### config.mk
export PLATFORM = sky130hd
export DESIGN_NAME = e_pipe_share_arbiter
export DESIGN_NICKNAME = d
export VERILOG_FILES = /design/src/rtl/e_pipe_share_arbiter.sv
export SDC_FILE = /design/constraint.sdc
export NUM_CORES = 1
export LEC_CHECK = 0
export ABC_CLOCK_PERIOD_IN_PS = 2580
export CORE_MARGIN = 5
export CORE_UTILIZATION = 27
export CTS_BUF_LIST = sky130_fd_sc_hd__clkbuf_8 sky130_fd_sc_hd__clkbuf_16
export DETAILED_ROUTE_END_ITERATION = 10
export PLACE_DENSITY = 0.89
export SETUP_SLACK_MARGIN = 0.4
export SLEW_MARGIN = 5
export SYNTH_ARGS = -nofsm -noshare
export SYNTH_HDL_FRONTEND = slang
export SYNTH_SLANG_ARGS = --single-unit
### constraint.sdc
create_clock -name _i_clk -period 2.58 [get_ports _i_clk]
set_input_delay 0.387 -clock _i_clk [delete_from_list [all_inputs] [get_ports _i_clk]]
set_output_delay 0.387 -clock _i_clk [all_outputs]
set_load 0.01 [all_outputs]
### src/rtl/e_pipe_share_arbiter.sv
// rtl/e_pipe_share_arbiter.sv - round-robin sharing of one fixed-latency pipeline between requesters
// Tracks the owner of every in-flight slot and steers each pipeline result back to its issuer.
module e_pipe_share_arbiter #(
   parameter int NUM_REQ = 2,
   parameter int DATA_W  = 8,
   parameter int LATENCY = 3
) (
   input  logic                        _i_clk,
   input  logic                        _i_rst,
   input  logic [NUM_REQ-1:0]          _i_req_valid,
   input  logic [NUM_REQ*DATA_W-1:0]   _i_req_data,
   input  logic                        _i_drain,
   output logic [NUM_REQ-1:0]          _o_req_ready,
   output logic [DATA_W-1:0]           _o_pipe_in,
   input  logic [DATA_W-1:0]           _i_pipe_out,
   output logic [NUM_REQ-1:0]          _o_resp_valid,
   output logic [DATA_W-1:0]           _o_resp_data,
   output logic                        _o_busy
);

   localparam int PTR_W = (NUM_REQ > 1) ? $clog2(NUM_REQ) : 1;

   logic [PTR_W-1:0]   rr_ptr;
   logic [LATENCY-1:0] slot_valid;
   logic [PTR_W-1:0]   slot_owner [LATENCY];
   logic               grant_any;
   logic [PTR_W-1:0]   grant_idx;
   logic [PTR_W-1:0]   cand;

   // Scan starts one past the last grant so priority rotates away from the previous winner.
   always_comb begin
      grant_any = 1'b0;
      grant_idx = '0;
      cand      = '0;
      if (!_i_rst && !_i_drain) begin
         for (int off = 1; off <= NUM_REQ; off++) begin
            cand = PTR_W'((int'(rr_ptr) + off) % NUM_REQ);
            if (!grant_any && _i_req_valid[cand]) begin
               grant_any = 1'b1;
               grant_idx = cand;
            end
         end
      end
   end

   always_comb begin
      _o_req_ready = '0;
      _o_pipe_in   = '0;
      for (int k = 0; k < NUM_REQ; k++) begin
         if (grant_any && grant_idx == PTR_W'(k)) begin
            _o_req_ready[k] = 1'b1;
            _o_pipe_in      = _i_req_data[k*DATA_W +: DATA_W];
         end
      end
   end

   always_ff @(posedge _i_clk) begin
      if (_i_rst) begin
         slot_valid <= '0;
         rr_ptr     <= PTR_W'(NUM_REQ - 1);
         for (int i = 0; i < LATENCY; i++) begin
            slot_owner[i] <= '0;
         end
      end else begin
         slot_valid[0] <= grant_any;
         slot_owner[0] <= grant_idx;
         for (int i = 1; i < LATENCY; i++) begin
            slot_valid[i] <= slot_valid[i-1];
            slot_owner[i] <= slot_owner[i-1];
         end
         if (grant_any) begin
            rr_ptr <= grant_idx;
         end
      end
   end

   // The tail slot lines up with the pipeline output of the same operand.
   always_comb begin
      _o_resp_valid = '0;
      if (!_i_rst && slot_valid[LATENCY-1]) begin
         _o_resp_valid[slot_owner[LATENCY-1]] = 1'b1;
      end
   end

   assign _o_resp_data = _i_pipe_out;
   assign _o_busy      = |slot_valid;

endmodule

# [Word level (Yosys, flattened, before mapping)]
# Memories as Yosys holds them, arrays and structs flattened.
# Index checks and enable logic that the tools add are counted.
[word_totals] reg_bits=4 ram_bits=3 inputBits=29 out_inout_bits=21 wordCells=47 n_memories=1
[memory_table] name="slot_owner" words=3 width=1 read_ports=3 rd_clocked_by_memory_dff=0 wr=3 line_no="25" text="logic [PTR_W-1:0] slot_owner [LATENCY];"
[op_classes] n_addsub=2 magnitude_cmp=4 muxes=24 bitwise_logic=4 reduce_logical=10
[ops] op="2-to-1 mux 1 bit" n=20
[ops] op="2-to-1 mux 8 bit" n=2
[ops] op="logical AND 1 bit" n=6
[ops] op="less-than comparator 1 x 2 -> 1 bit (second input constant)" n=3
[ops] op="logical NOT 1 bit" n=3
[ops] op="bitwise OR 1 bit" n=3
[ops] op="OR reduction 3 bit" n=1
[ops] op="adder 1 bit (second input constant)" n=2
[ops] op="2-to-1 mux 2 bit" n=1
[ops] op="demux 1 bit (select 1 bit)" n=1
[ops] op="greater-or-equal comparator 1 bit (second input constant)" n=1
[ops] op="NOT 1 bit" n=1

# [Longest topological paths before layout]
[depth] word_depth=13 depth_mapped=4 depth_no_buf=3

# [Least setup slack after synthesis]
# OpenSTA, ideal clock, no wires.
[synth_path] kind="in2out" start="in _i_rst" end="out _o_pipe_in[0]" t_arrival_ps=1022 required_ps=2193 path_slack_ps=1171 cell_stages=4 n_path_buf=1 path_cell_list="nor2_2 > and3_1 > buf_2 > a22o_1"
[synth_via] elab_chain_len=7 elab_cells_between_ends=9 cone_classes="mux (4); bitwise (1); reduce/logical (4)"
[synth_lines] item="start, declared" line_no="9" text="input logic _i_rst,"
[synth_lines] item="logical NOT 1 bit (*)" line_no="35" text="if (!_i_rst && !_i_drain) begin"
[synth_lines] item="logical AND 1 bit (*)" line_no="35"
[synth_lines] item="2-to-1 mux 1 bit" line_no="35"
[synth_lines] item="NOT 1 bit" line_no="50" text="if (grant_any && grant_idx == PTR_W'(k)) begin"
[synth_lines] item="logical AND 1 bit" line_no="50"
[synth_lines] item="2-to-1 mux 8 bit" line_no="50"
[synth_lines] item="2-to-1 mux 8 bit (*)" line_no="50"
[synth_lines] item="end, declared" line_no="14" text="output logic [DATA_W-1:0] _o_pipe_in,"
# Every way passes the cells marked *; elsewhere a longest branch is shown, timed or not.

# [Final worst setup path]
[layout_path] start="in _i_drain" end="out _o_pipe_in[1]"
[layout_via] elab_chain_len=7 elab_cells_between_ends=9 cone_classes="mux (4); bitwise (1); reduce/logical (4)"
[layout_lines] item="start, declared" line_no="12" text="input logic _i_drain,"
[layout_lines] item="logical NOT 1 bit (*)" line_no="35"
[layout_lines] item="logical AND 1 bit (*)" line_no="35"
[layout_lines] item="2-to-1 mux 1 bit" line_no="35"
[layout_lines] item="NOT 1 bit" line_no="50"
[layout_lines] item="logical AND 1 bit" line_no="50"
[layout_lines] item="2-to-1 mux 8 bit" line_no="50"
[layout_lines] item="2-to-1 mux 8 bit (*)" line_no="50"
# Marked as above.

==> results.yml <==
run_status:
  status: "completed"
layout:
  nFillCells: 128
  multiInputGateArea_um2: 226
  antenna_cells: 0
  layout-drive-gt1-share_pct: 21.9
  regArea_um2: 140
  syn_to_final_growth_pct: 92.4
  final_nets: 103
route:
  dr.pass1.iters: 4
  vias_per_cell: 4.83
  wl_per_cell_um: 15.3
  drc_errors: 0
  ant_nets: 0
  vias: 430
  first_iter_violations: 6
  drt_wl_total_mm: 1.36
flow_run:
  cap_violations: 0
worst_setup_path:
  path_class: "in2out"
  cp.arrival_ns: 1.74
  crit_path_end_kind: "output port"
  cp-start-kind: "input port"
  worstPathMaxFanout: 6
  required_ns: 2.19
clock_network:
  path_clk_slew_ns: 0.04
  cts_tree: "done"
  clock_path_buffers: 2
  cts_made_buffers: 3
  clkSinkCount: 7
  cts-root-buf: "clkbuf_8"
  clkLatencyLatePin_ns: 0.23
  hold_buffers: 0
  htreeDepth: 1
sta:
  finalMaxSlewViolations: 0
  fmax_mhz: 469
  hold_violations: 0
  finalClockSkew_ns: 0.00262
  maxSlewHeadroom_pct: 86.5
  worstMarginPinSlew_ns: 0.203
  min_period_over_period_pct: 82.6
  grt_setup_unrepaired: "no"
  tns_ns: 0
  setup_viol: 0
  period_minus_slack_ns: 2.13
power:
  p_leak_uw: 0.000450
  vdd_drop_max_v: 0.000285
  p_per_area_nw_per_um2: 433
  finalPower_uw: 341
global_routing:
  antenna_found_initial: 0
  grt_usage_pct: 10.5
  grt_pass1_wl_mm: 1.94
  grt_overflow_total: 0
  grt_pass1_vias: 393
  grt_max_degree: 8
worst_hold_path:
  hold_class: "reg2reg"
die:
  io_pins: 50
  die_w_um: 48.9
  rows: 14
  start_util_pct: 27.8
  die_y_um: 48.9
  core_area_um2: 1470
  die_area_um2: 2390
synthesis:
  synth.distinct_cells: 17
  syn_nets: 71
  syn_inst: 42
  yosysWarnings: 0
  seq_area_frac_synth_pct: 34.3
  avgSynthCellArea_um2: 9.74
  ys_ff_latch: 7
  syn_area_um2: 409
placement:
  portBuffers: 33
  place_hpwl_um: 989
  place_congestion: 0.656
## cell usage after synthesis
| cell type | number | area (µm²) |
|---|---|---|
| and2b_2 | 4 | 35.0 |
| a221o_1 | 1 | 10.0 |
| nand2b_1 | 2 | 12.5 |
| a22o_1 | 8 | 70.1 |
| or3_1 | 1 | 6.26 |
| o21a_1 | 1 | 7.51 |
| and3_2 | 1 | 7.51 |
| and3b_2 | 1 | 10.0 |
| nor3b_1 | 1 | 7.51 |
| buf_2 | 1 | 5.00 |
| dfxtp_1 | 7 | 140 |
| buf_6 | 1 | 11.3 |
| nor2_2 | 1 | 6.26 |
| and3_1 | 2 | 12.5 |
| buf_4 | 8 | 60.1 |
| nand2_1 | 1 | 3.75 |
| nor2_1 | 1 | 3.75 |
## worst max-delay path: stages
cell and delay [ns]:
dlygate4sd2_1 0.28, nor2_4 0.17, and3_2 0.24, a22o_1 0.13, clkdlybuf4s50_1 0.53
## flip-flops by register name, indices dropped and copies added (netlist names)
signal      cells
slot_valid      3
rr_ptr          1
slot_owner      3
## kinds of logic after synthesis
logic type | synth area share, %
flip-flops | 34.2
AND/OR/NAND/NOR | 25.7
AO/OA/AOI/OAI | 21.4
buffers and inverters | 18.7
## layout make-up
cell class / count / share of cell area [%]
clock buffers: 3 / 5.25
clock inverters: 1 / 0.477
multi-input cells: 27 / 28.8
flip-flops and latches: 7 / 17.8
well taps: 16 / 2.54
repair buffers: 35 / 45.2
## report_power, final
group          leakage (µW)  switching [µW]  total, µW  internal, µW
logic              0.000366            25.9       76.6          50.7
clock network     0.0000269            46.7        149           103
registers         0.0000572            2.06        115           113
## worst paths after layout
kind,start,slack (ns),cells after the start,endpoint
max reg2reg,rr_ptr$_SDFFE_PP1P_,1.76,2,rr_ptr$_SDFFE_PP1P_
max,_i_drain,0.45,5,_o_pipe_in[1]
min,slot_owner[0][1]$_SDFF_PP0_,0.44,1,slot_owner[0][2]$_SDFF_PP0_
min reg2reg,slot_owner[0][1]$_SDFF_PP0_,0.44,1,slot_owner[0][2]$_SDFF_PP0_
## per-layer routing
metal / share of wire (%) / up-vias / GRT usage, %
met4: 2.6 / 0 / 5.38
met3: 5.9 / 4 / 4.28
li1: - / 208 / -
met1: 34 / 200 / 9.67
met5: 0 / - / 0
met2: 57 / 18 / 19.3
## through the flow
step	cell area [µm²]	hold slack, ns	cells	util, %	worst slack [ns]
finish	787	0.442	89	53.5	0.449
global route	787	0.449	89	53.5	0.416
CTS	766	0.445	89	52.0	0.248
detailed placement	691	0.434	82	46.9	0.0800
global placement	691	0.432	82	46.9	0.126
floorplan	409	0.428	42	-	1.17
## cells in the final DEF (no fill, tap or decap), drive strengths merged
cell type and count:
or3 1, dfxtp 7, and3b 1, dlymetal6s2s 7, nor3b 1, and2b 4, nor2 2, and3 5
nand2b 2, clkbuf 3, inv 1, o21a 1, buf 2, a22o 8, clkdlybuf4s50 20, nand2 1
dlygate4sd2 6, a221o 1
## timing repair
action / 4_1_cts / 5_1_grt
gates resized for setup: 11 / 8
pin swaps: 0 / 1
setup endpoints to repair: 10 / 10
gates cloned: 2 / 0
setup buffers: 1 / 0
(Power assumes the default switching activity.)
